`src/rtl/rat_io_if.sv`:
```
// MCU port bus: address, write data and strobe from the MCU; read data and interrupt back to it.
interface rat_io_if #(
    parameter int DATA_W = 8
);
    logic [7:0]        port_id;
    logic [DATA_W-1:0] out_port;
    logic              io_strb;
    logic [DATA_W-1:0] in_port;
    logic              intr;

    modport master (output port_id, output out_port, output io_strb, input in_port, input intr);
    modport slave  (input port_id, input out_port, input io_strb, output in_port, output intr);
endinterface

```
`src/rtl/rat_io_ctrl.sv`:
```
// MCU I/O port block: synchronized input channels with change interrupts, output registers,
// and interrupt status/mask registers, all on a single port-ID address space.
module rat_io_ctrl #(
    parameter int         DATA_W      = 8,
    parameter int         N_IN        = 4,
    parameter int         N_OUT       = 4,
    parameter logic [7:0] IN_BASE     = 8'h20,
    parameter logic [7:0] OUT_BASE    = 8'h40,
    parameter logic [7:0] IRQ_STAT_ID = 8'hF0,
    parameter logic [7:0] IRQ_MASK_ID = 8'hF1
) (
    input  logic                    clk,
    input  logic                    rst_n,
    rat_io_if.slave                 bus,
    input  logic [N_IN*DATA_W-1:0]  ext_in,
    output logic [N_OUT*DATA_W-1:0] ext_out
);

    logic [DATA_W-1:0] sync1   [N_IN];
    logic [DATA_W-1:0] sync2   [N_IN];
    logic [DATA_W-1:0] prev    [N_IN];
    logic [DATA_W-1:0] out_reg [N_OUT];
    logic [N_IN-1:0]   pend;
    logic [N_IN-1:0]   mask;
    logic [N_IN-1:0]   chg;
    logic [N_IN-1:0]   clr;
    logic [N_IN-1:0]   in_sel;
    logic [N_OUT-1:0]  out_sel;
    logic              is_stat;
    logic              is_mask;
    logic              in_hit;
    logic [DATA_W-1:0] rd_data;

    // Address decode with priority status > mask > input range > output range.
    always_comb begin
        is_stat = (bus.port_id == IRQ_STAT_ID);
        is_mask = (bus.port_id == IRQ_MASK_ID) && !is_stat;
        in_sel  = '0;
        for (int k = 0; k < N_IN; k++) begin
            in_sel[k] = (bus.port_id == 8'(IN_BASE + k)) && !is_stat && !is_mask;
        end
        in_hit  = |in_sel;
        out_sel = '0;
        for (int k = 0; k < N_OUT; k++) begin
            out_sel[k] = (bus.port_id == 8'(OUT_BASE + k)) && !is_stat && !is_mask && !in_hit;
        end
    end

    always_comb begin
        rd_data = '0;
        for (int k = 0; k < N_OUT; k++) begin
            if (out_sel[k]) rd_data = out_reg[k];
        end
        for (int k = 0; k < N_IN; k++) begin
            if (in_sel[k]) rd_data = sync2[k];
        end
        if (is_mask) rd_data = DATA_W'(mask);
        if (is_stat) rd_data = DATA_W'(pend);
    end

    always_comb begin
        chg = '0;
        for (int k = 0; k < N_IN; k++) begin
            chg[k] = |(sync2[k] ^ prev[k]);
        end
        clr = (bus.io_strb && is_stat) ? bus.out_port[N_IN-1:0] : '0;
    end

    always_ff @(posedge clk or negedge rst_n) begin
        if (!rst_n) begin
            for (int k = 0; k < N_IN; k++) begin
                sync1[k] <= '0;
                sync2[k] <= '0;
                prev[k]  <= '0;
            end
            for (int k = 0; k < N_OUT; k++) begin
                out_reg[k] <= '0;
            end
            pend <= '0;
            mask <= '0;
        end else begin
            for (int k = 0; k < N_IN; k++) begin
                sync1[k] <= ext_in[k*DATA_W +: DATA_W];
                sync2[k] <= sync1[k];
                prev[k]  <= sync2[k];
            end
            // A new change outranks a simultaneous write-1-to-clear.
            pend <= (pend & ~clr) | chg;
            if (bus.io_strb && is_mask) mask <= bus.out_port[N_IN-1:0];
            for (int k = 0; k < N_OUT; k++) begin
                if (bus.io_strb && out_sel[k]) out_reg[k] <= bus.out_port;
            end
        end
    end

    for (genvar k = 0; k < N_OUT; k++) begin : g_ext_out
        assign ext_out[k*DATA_W +: DATA_W] = out_reg[k];
    end

    assign bus.in_port = rd_data;
    assign bus.intr    = |(pend & mask);

endmodule

```
`src/flat_wrapper.sv`:
```
// flat-port wrapper written by rule: the top's interface ports become plain ports
module rat_io_ctrl_flat 
#(
    parameter int         DATA_W      = 8,
    parameter int         N_IN        = 4,
    parameter int         N_OUT       = 4,
    parameter logic [7:0] IN_BASE     = 8'h20,
    parameter logic [7:0] OUT_BASE    = 8'h40,
    parameter logic [7:0] IRQ_STAT_ID = 8'hF0,
    parameter logic [7:0] IRQ_MASK_ID = 8'hF1
)
  (clk, rst_n, ext_in, ext_out, bus_port_id, bus_out_port, bus_io_strb, bus_in_port, bus_intr);
  rat_io_if #(.DATA_W(DATA_W)) bus_i ();
  input  logic clk;
  input  logic rst_n;
  input  logic [N_IN*DATA_W-1:0] ext_in;
  output logic [N_OUT*DATA_W-1:0] ext_out;
  input wire logic [$bits(bus_i.port_id)-1:0] bus_port_id;
  input wire logic [$bits(bus_i.out_port)-1:0] bus_out_port;
  input wire logic [$bits(bus_i.io_strb)-1:0] bus_io_strb;
  output wire logic [$bits(bus_i.in_port)-1:0] bus_in_port;
  output wire logic [$bits(bus_i.intr)-1:0] bus_intr;
  assign bus_i.port_id = bus_port_id;
  assign bus_i.out_port = bus_out_port;
  assign bus_i.io_strb = bus_io_strb;
  assign bus_in_port = bus_i.in_port;
  assign bus_intr = bus_i.intr;
  rat_io_ctrl #(.DATA_W(DATA_W), .N_IN(N_IN), .N_OUT(N_OUT), .IN_BASE(IN_BASE), .OUT_BASE(OUT_BASE), .IRQ_STAT_ID(IRQ_STAT_ID), .IRQ_MASK_ID(IRQ_MASK_ID)) u_core (.clk(clk), .rst_n(rst_n), .bus(bus_i), .ext_in(ext_in), .ext_out(ext_out));
endmodule
```
`config.mk`:
```
export PLATFORM = sky130hd
export DESIGN_NAME = rat_io_ctrl_flat
export DESIGN_NICKNAME = d
export VERILOG_FILES = /design/src/rtl/rat_io_if.sv /design/src/rtl/rat_io_ctrl.sv /design/src/flat_wrapper.sv
export SDC_FILE = /design/constraint.sdc
export NUM_CORES = 1
export LEC_CHECK = 0
export ABC_AREA = 1
export CORE_MARGIN = 1.5
export CORE_UTILIZATION = 45
export CTS_BUF_LIST = sky130_fd_sc_hd__clkbuf_4 sky130_fd_sc_hd__clkbuf_8
export CTS_CLUSTER_SIZE = 10
export DETAILED_ROUTE_END_ITERATION = 16
export PLACE_DENSITY = 0.7
export SYNTH_ARGS = -nofsm -noshare
export SYNTH_HDL_FRONTEND = slang
export SYNTH_SLANG_ARGS = --single-unit
```
`constraint.sdc`:
```
create_clock -name clk -period 1.55 [get_ports clk]
set_clock_uncertainty 0.15 [all_clocks]
set_input_delay 0.2325 -clock clk [delete_from_list [all_inputs] [get_ports clk]]
set_output_delay 0.2325 -clock clk [all_outputs]
set_load 0.05 [all_outputs]
```
-- After elaboration in Yosys (flattened, before gate mapping)
Cells that the tools add are included.
- equal/unequal tests: 10
- muxes and demuxes: 11
- bitwise logic cells: 8
- reduce and logical (&&, ||, !) cells: 36
- operator list (kind ; number):
    8-bit two-way mux ; 10
    8-bit by 6-bit equality test with 1-bit output (second input constant) ; 4
    8-bit by 7-bit equality test with 1-bit output (second input constant) ; 4
    8-bit OR reduction ; 4
    8-bit bitwise XOR ; 4
    1-bit logical AND ; 27
    8-bit equality test (second input constant) ; 2
    4-bit bitwise AND ; 2
    4-bit OR reduction ; 2
    4-bit two-way mux ; 1
    4-bit NOT ; 1
    4-bit OR ; 1
    1-bit zero test ; 3
- flip-flop bits (word level): 136
- input bits: 51
- logic and storage cells: 83

-- Depth between registers and ports, before layout
- word-level depth: 18
- depth in mapped cells: 11
- mapped depth without buffers: 11

-- Worst setup path after synthesis
Ideal clock, no wire load.
- path type: input-to-output
- start point: input bus_port_id[4]
- end point: output bus_in_port[6]
- arrival: 1.765 ns
- required time: 1.167 ns
- path slack: -0.597 ns
- stages on the path: 10
- path buffers: 1
- cells stage by stage: inv_1 nand2_1 nor2_4 buf_4 nand3_2 nor2_1 nor2_1 nand3_1 nand2_1 a21oi_1
- cells in the longest elaborated chain, start to end: 18
- elaborated cells between the ends (all ways): 45
- ends and longest elaborated chain (item ; line ; RTL):
    start: declaration ; flat_wrapper.sv:18 ; input wire logic [$bits(bus_i.port_id)-1:0] bus_port_id;
    8-bit equality test ; rat_io_ctrl.sv:36 ; is_stat = (bus.port_id == IRQ_STAT_ID);
    1-bit zero test ; rat_io_ctrl.sv:37, rat_io_ctrl.sv:40, rat_io_ctrl.sv:45 ;
    1-bit logical AND ; rat_io_ctrl.sv:37 ; is_mask = (bus.port_id == IRQ_MASK_ID) && !is_stat;
    1-bit zero test ; rat_io_ctrl.sv:40, rat_io_ctrl.sv:45 ;
    1-bit logical AND ; rat_io_ctrl.sv:40 ; in_sel[k] = (bus.port_id == 8'(IN_BASE + k)) && !is_stat && !is_mask;
    4-bit OR reduction ; rat_io_ctrl.sv:42 ; in_hit = |in_sel;
    1-bit zero test ; rat_io_ctrl.sv:45 ; out_sel[k] = (bus.port_id == 8'(OUT_BASE + k)) && !is_stat && !is_mask && !in_hit;
    1-bit logical AND ; rat_io_ctrl.sv:45 ;
    8-bit two-way mux (4 in a row) ; rat_io_ctrl.sv:52 ; if (out_sel[k]) rd_data = out_reg[k];
    8-bit two-way mux (4 in a row) ; rat_io_ctrl.sv:55 ; if (in_sel[k]) rd_data = sync2[k];
    8-bit two-way mux ; rat_io_ctrl.sv:57 ; if (is_mask) rd_data = DATA_W'(mask);
    8-bit two-way mux (*) ; rat_io_ctrl.sv:58 ; if (is_stat) rd_data = DATA_W'(pend);
    end: declaration ; flat_wrapper.sv:21 ; output wire logic [$bits(bus_i.in_port)-1:0] bus_in_port;
Mark *: on every way between the ends. The rest lies on a longest branch, timed or not.

-- Worst setup path after layout
- start point: register u_core.out_reg, in the netlist u_core.ext_out[10]
- end point: output bus_in_port[2]
- cells in the longest elaborated chain, start to end: 9
- ends and longest elaborated chain (item ; line ; RTL):
    start: declaration ; rat_io_ctrl.sv:22 ; logic [DATA_W-1:0] out_reg [N_OUT];
    start signal: indexed assignment ; rat_io_ctrl.sv:91 ; if (bus.io_strb && out_sel[k]) out_reg[k] <= bus.out_port;
    8-bit two-way mux (3 in a row) ; rat_io_ctrl.sv:52 ;
    8-bit two-way mux (4 in a row) ; rat_io_ctrl.sv:55 ;
    8-bit two-way mux ; rat_io_ctrl.sv:57 ;
    8-bit two-way mux ; rat_io_ctrl.sv:58 ;
Every way passes these cells.

==> impl_metrics.py <==
metrics = {
    "run_status": {
        "status": "complete, but fails checks",
        "violations": "setup timing",
    },
    "synth": {
        "syn-num-nets": 522,
        "synth_area_per_cell_um2": 10.9,
        "synth_top_area_cell": "dfrtp_1",
        "ys_ff_latch": 136,
        "ys_seq_area_share_pct": 66.2,
        "ys_types": 28,
        "synth_area_um2": 5140,
        "yosys_warnings": 0,
        "netlist_top_cells_area": "dfrtp_1 66%, nand2_1 6.9%, xor2_1 5.1%",
        "synth_cells": 471,
        "yosysTopAreaCellShare_pct": 66.2,
    },
    "floorplanning": {
        "initial_core_util_pct": 46.8,
        "dieArea_um2": 12100,
        "die-width_um": 110,
        "rows": 38,
        "die_h_um": 110,
        "coreArea_um2": 11000,
        "pin_count": 92,
    },
    "timing": {
        "tightestPinTransition_ps": 495,
        "finalHoldViolCount": 0,
        "min_period_ps": 2030,
        "maxSlewHeadroom_pct": 67.0,
        "rsz0062_at_grt": "true",
        "tns_ps": -3640,
        "drv_slew": 0,
        "fmax_mhz": 492,
        "hold-worst-slack_ps": 75.0,
        "setup_violations": 13,
        "fin_crit_sh_pct": 131,
        "setup_slack_ps": -484,
    },
    "setup_path": {
        "critical_path_class": "reg -> out",
        "worstPathRequired_ps": 1170,
        "cp_common_cell": "nand3_2",
        "arrival_ps": 1650,
        "path_max_fanout": 2,
        "startpoint_type": "register",
        "cp_cell_sequence": "nand3_2, nand3_2, nor2_2, nand3_1, nand2_1, nand4_1, buf_12",
        "end_kind": "primary output",
        "crit_start": "u_core.ext_out[10]$_DFFE_PN0P_",
        "crit_slowest_cell": "dfrtp_2",
        "slowest_delay_ps": 440,
        "r2r_start": "u_core.sync2[31]$_DFF_PN0_",
        "critPathBufInv": 1,
        "crit_family": "simple AND/OR/NAND/NOR gates",
    },
    "routing": {
        "dr_total_vias": 4002,
        "wl_per_cell_um": 16.0,
        "avgViaCountPerCell": 5.02,
        "drt-initial-drc-count": 219,
        "post-route-drc-count": 0,
        "firstDrtPassIters": 5,
        "postRouteAntennaNets": 0,
        "wl_mm": 12.7,
    },
    "global_routing": {
        "grt_pass1_wl_mm": 20.6,
        "grt-ovfl-total": 0,
        "grt_use_total_pct": 23.3,
        "grt_pass1_vias": 4100,
        "grt_antenna_before_repair": 0,
        "grt_max_degree": 43,
    },
    "finish": {
        "design_area_um2": 8060,
        "fill_cells": 755,
        "antenna_cells": 0,
        "drive_gt1_share_pct": 40.3,
        "final_cells": 798,
        "fin_util_pct": 73.3,
        "nets": 696,
        "area_delta_synth_final_pct": 56.7,
    },
    "pwr": {
        "total_power_mw": 7.66,
        "p_leak_nw": 3.67,
        "powerDensity_nw_per_um2": 951,
        "max-vdd-ir-drop_mv": 0.723,
    },
    "clock_tree": {
        "insertion_delay_ps": 430,
        "cts.path.max_buffers": 2,
        "clk_pin_slew_ps": 90,
        "cts_buffers": 17,
        "htreeDepth": 4,
        "cts_num_sinks": 136,
        "cts_tree": "built",
        "cts_root_buf": "clkbuf_8",
    },
    "place": {
        "dp_slack_ps": -888,
        "dp_cells": 758,
        "gp_congestion": 0.898,
        "io_buffers": 91,
        "dp_hpwl_mm": 9.21,
        "placed_cell_area_um2": 7280,
    },
    "min_path": {
        "hold_path.startpoint": "ext_in[7]",
        "hp-class": "in -> reg",
    },
    "flow_run": {
        "max-cap-violations": 0,
    },
}
## worst paths after layout
kind / to / slack [ps] / cells past startpoint
worst max-delay path: bus_in_port[2] / -480 / 7
max in group asynchronous: u_core.sync2[13]$_DFF_PN0_ / 530 / 3
worst max register to register: u_core.pend[0]$_DFF_PN0_ / 110 / 4
worst min-delay path: u_core.sync1[31]$_DFF_PN0_ / 80 / 1
min in group asynchronous: u_core.ext_out[6]$_DFFE_PN0P_ / 150 / 2
worst min register to register: u_core.sync2[9]$_DFF_PN0_ / 200 / 0
## layout by cell type (no fill, tap or decap), types with 19 or more instances in the layout
| cell type | count |
|---|---|
| inv_1 | 23 |
| buf_4 | 43 |
| buf_6 | 22 |
| buf_12 | 49 |
| nand3_2 | 19 |
| dfrtp_1 | 130 |
| o21ai_1 | 36 |
| nand2_1 | 82 |
| clkdlybuf4s50_1 | 41 |
| xor2_1 | 30 |
## power by group
group / leakage, nW / switching, mW / internal, mW
Sequential: 1.64 / 0.120 / 3.72
Clock: 0.188 / 1.47 / 1.38
Combinational: 1.84 / 0.492 / 0.487
## layout make-up
type                       instances  area [µm²]  share of cell area [%]
inverter                          42         194                    2.41
tap                              140         175                    2.17
clock buffer                      19         255                    3.17
sequential                       136        3410                    42.3
multi-input combinational        286        1860                    23.1
clock inverter                    13         135                    1.68
timing repair buffer             162        2020                    25.1
## cell usage after synthesis (all sizes together)
master,instances
dfrtp,136
nand2,106
o21ai,48
inv,42
nand3,41
nor2,33
xor2,30
buf,7
nor4,7
or2,6
a31oi,5
nand4,5
nor3,2
a21oi,1
o2111ai,1
o211ai,1
## layer usage
| metal | vias up | part of all wire (%) | wire length, µm | global-route usage [%] |
|---|---|---|---|---|
| met1 | 1920 | 40 | 5140 | 29.3 |
| li1 | 1882 | - | - | - |
| met4 | 0 | 2.8 | 354 | 9.93 |
| met5 | - | 0 | 0 | 0 |
| met3 | 34 | 6.3 | 799 | 5.39 |
| met2 | 166 | 51 | 6440 | 38.9 |
## timing repair
item,CTS,global route
cloned,1,0
setup buffers,6,5
resized for setup,86,37
endpoints found under the setup margin,44,26
pin swaps,46,41
hold buffers,1,0
hold endpoints to repair,93,0
## registers in the layout (all words and copies together), names as in the netlist
signal,cells
u_core.ext_out,32
u_core.prev,32
u_core.sync1,32
u_core.sync2,32
u_core.mask,4
u_core.pend,4
## cell families after synthesis
kind of cell | synth area share, %
AOI/OAI and AO/OA | 6.28
xor gates and xnor gates | 5.11
buffers and inverters | 4.16
DFF | 66.2
and+or+nand+nor | 18.2
Note: power is estimated with default switching activity, not from simulation.
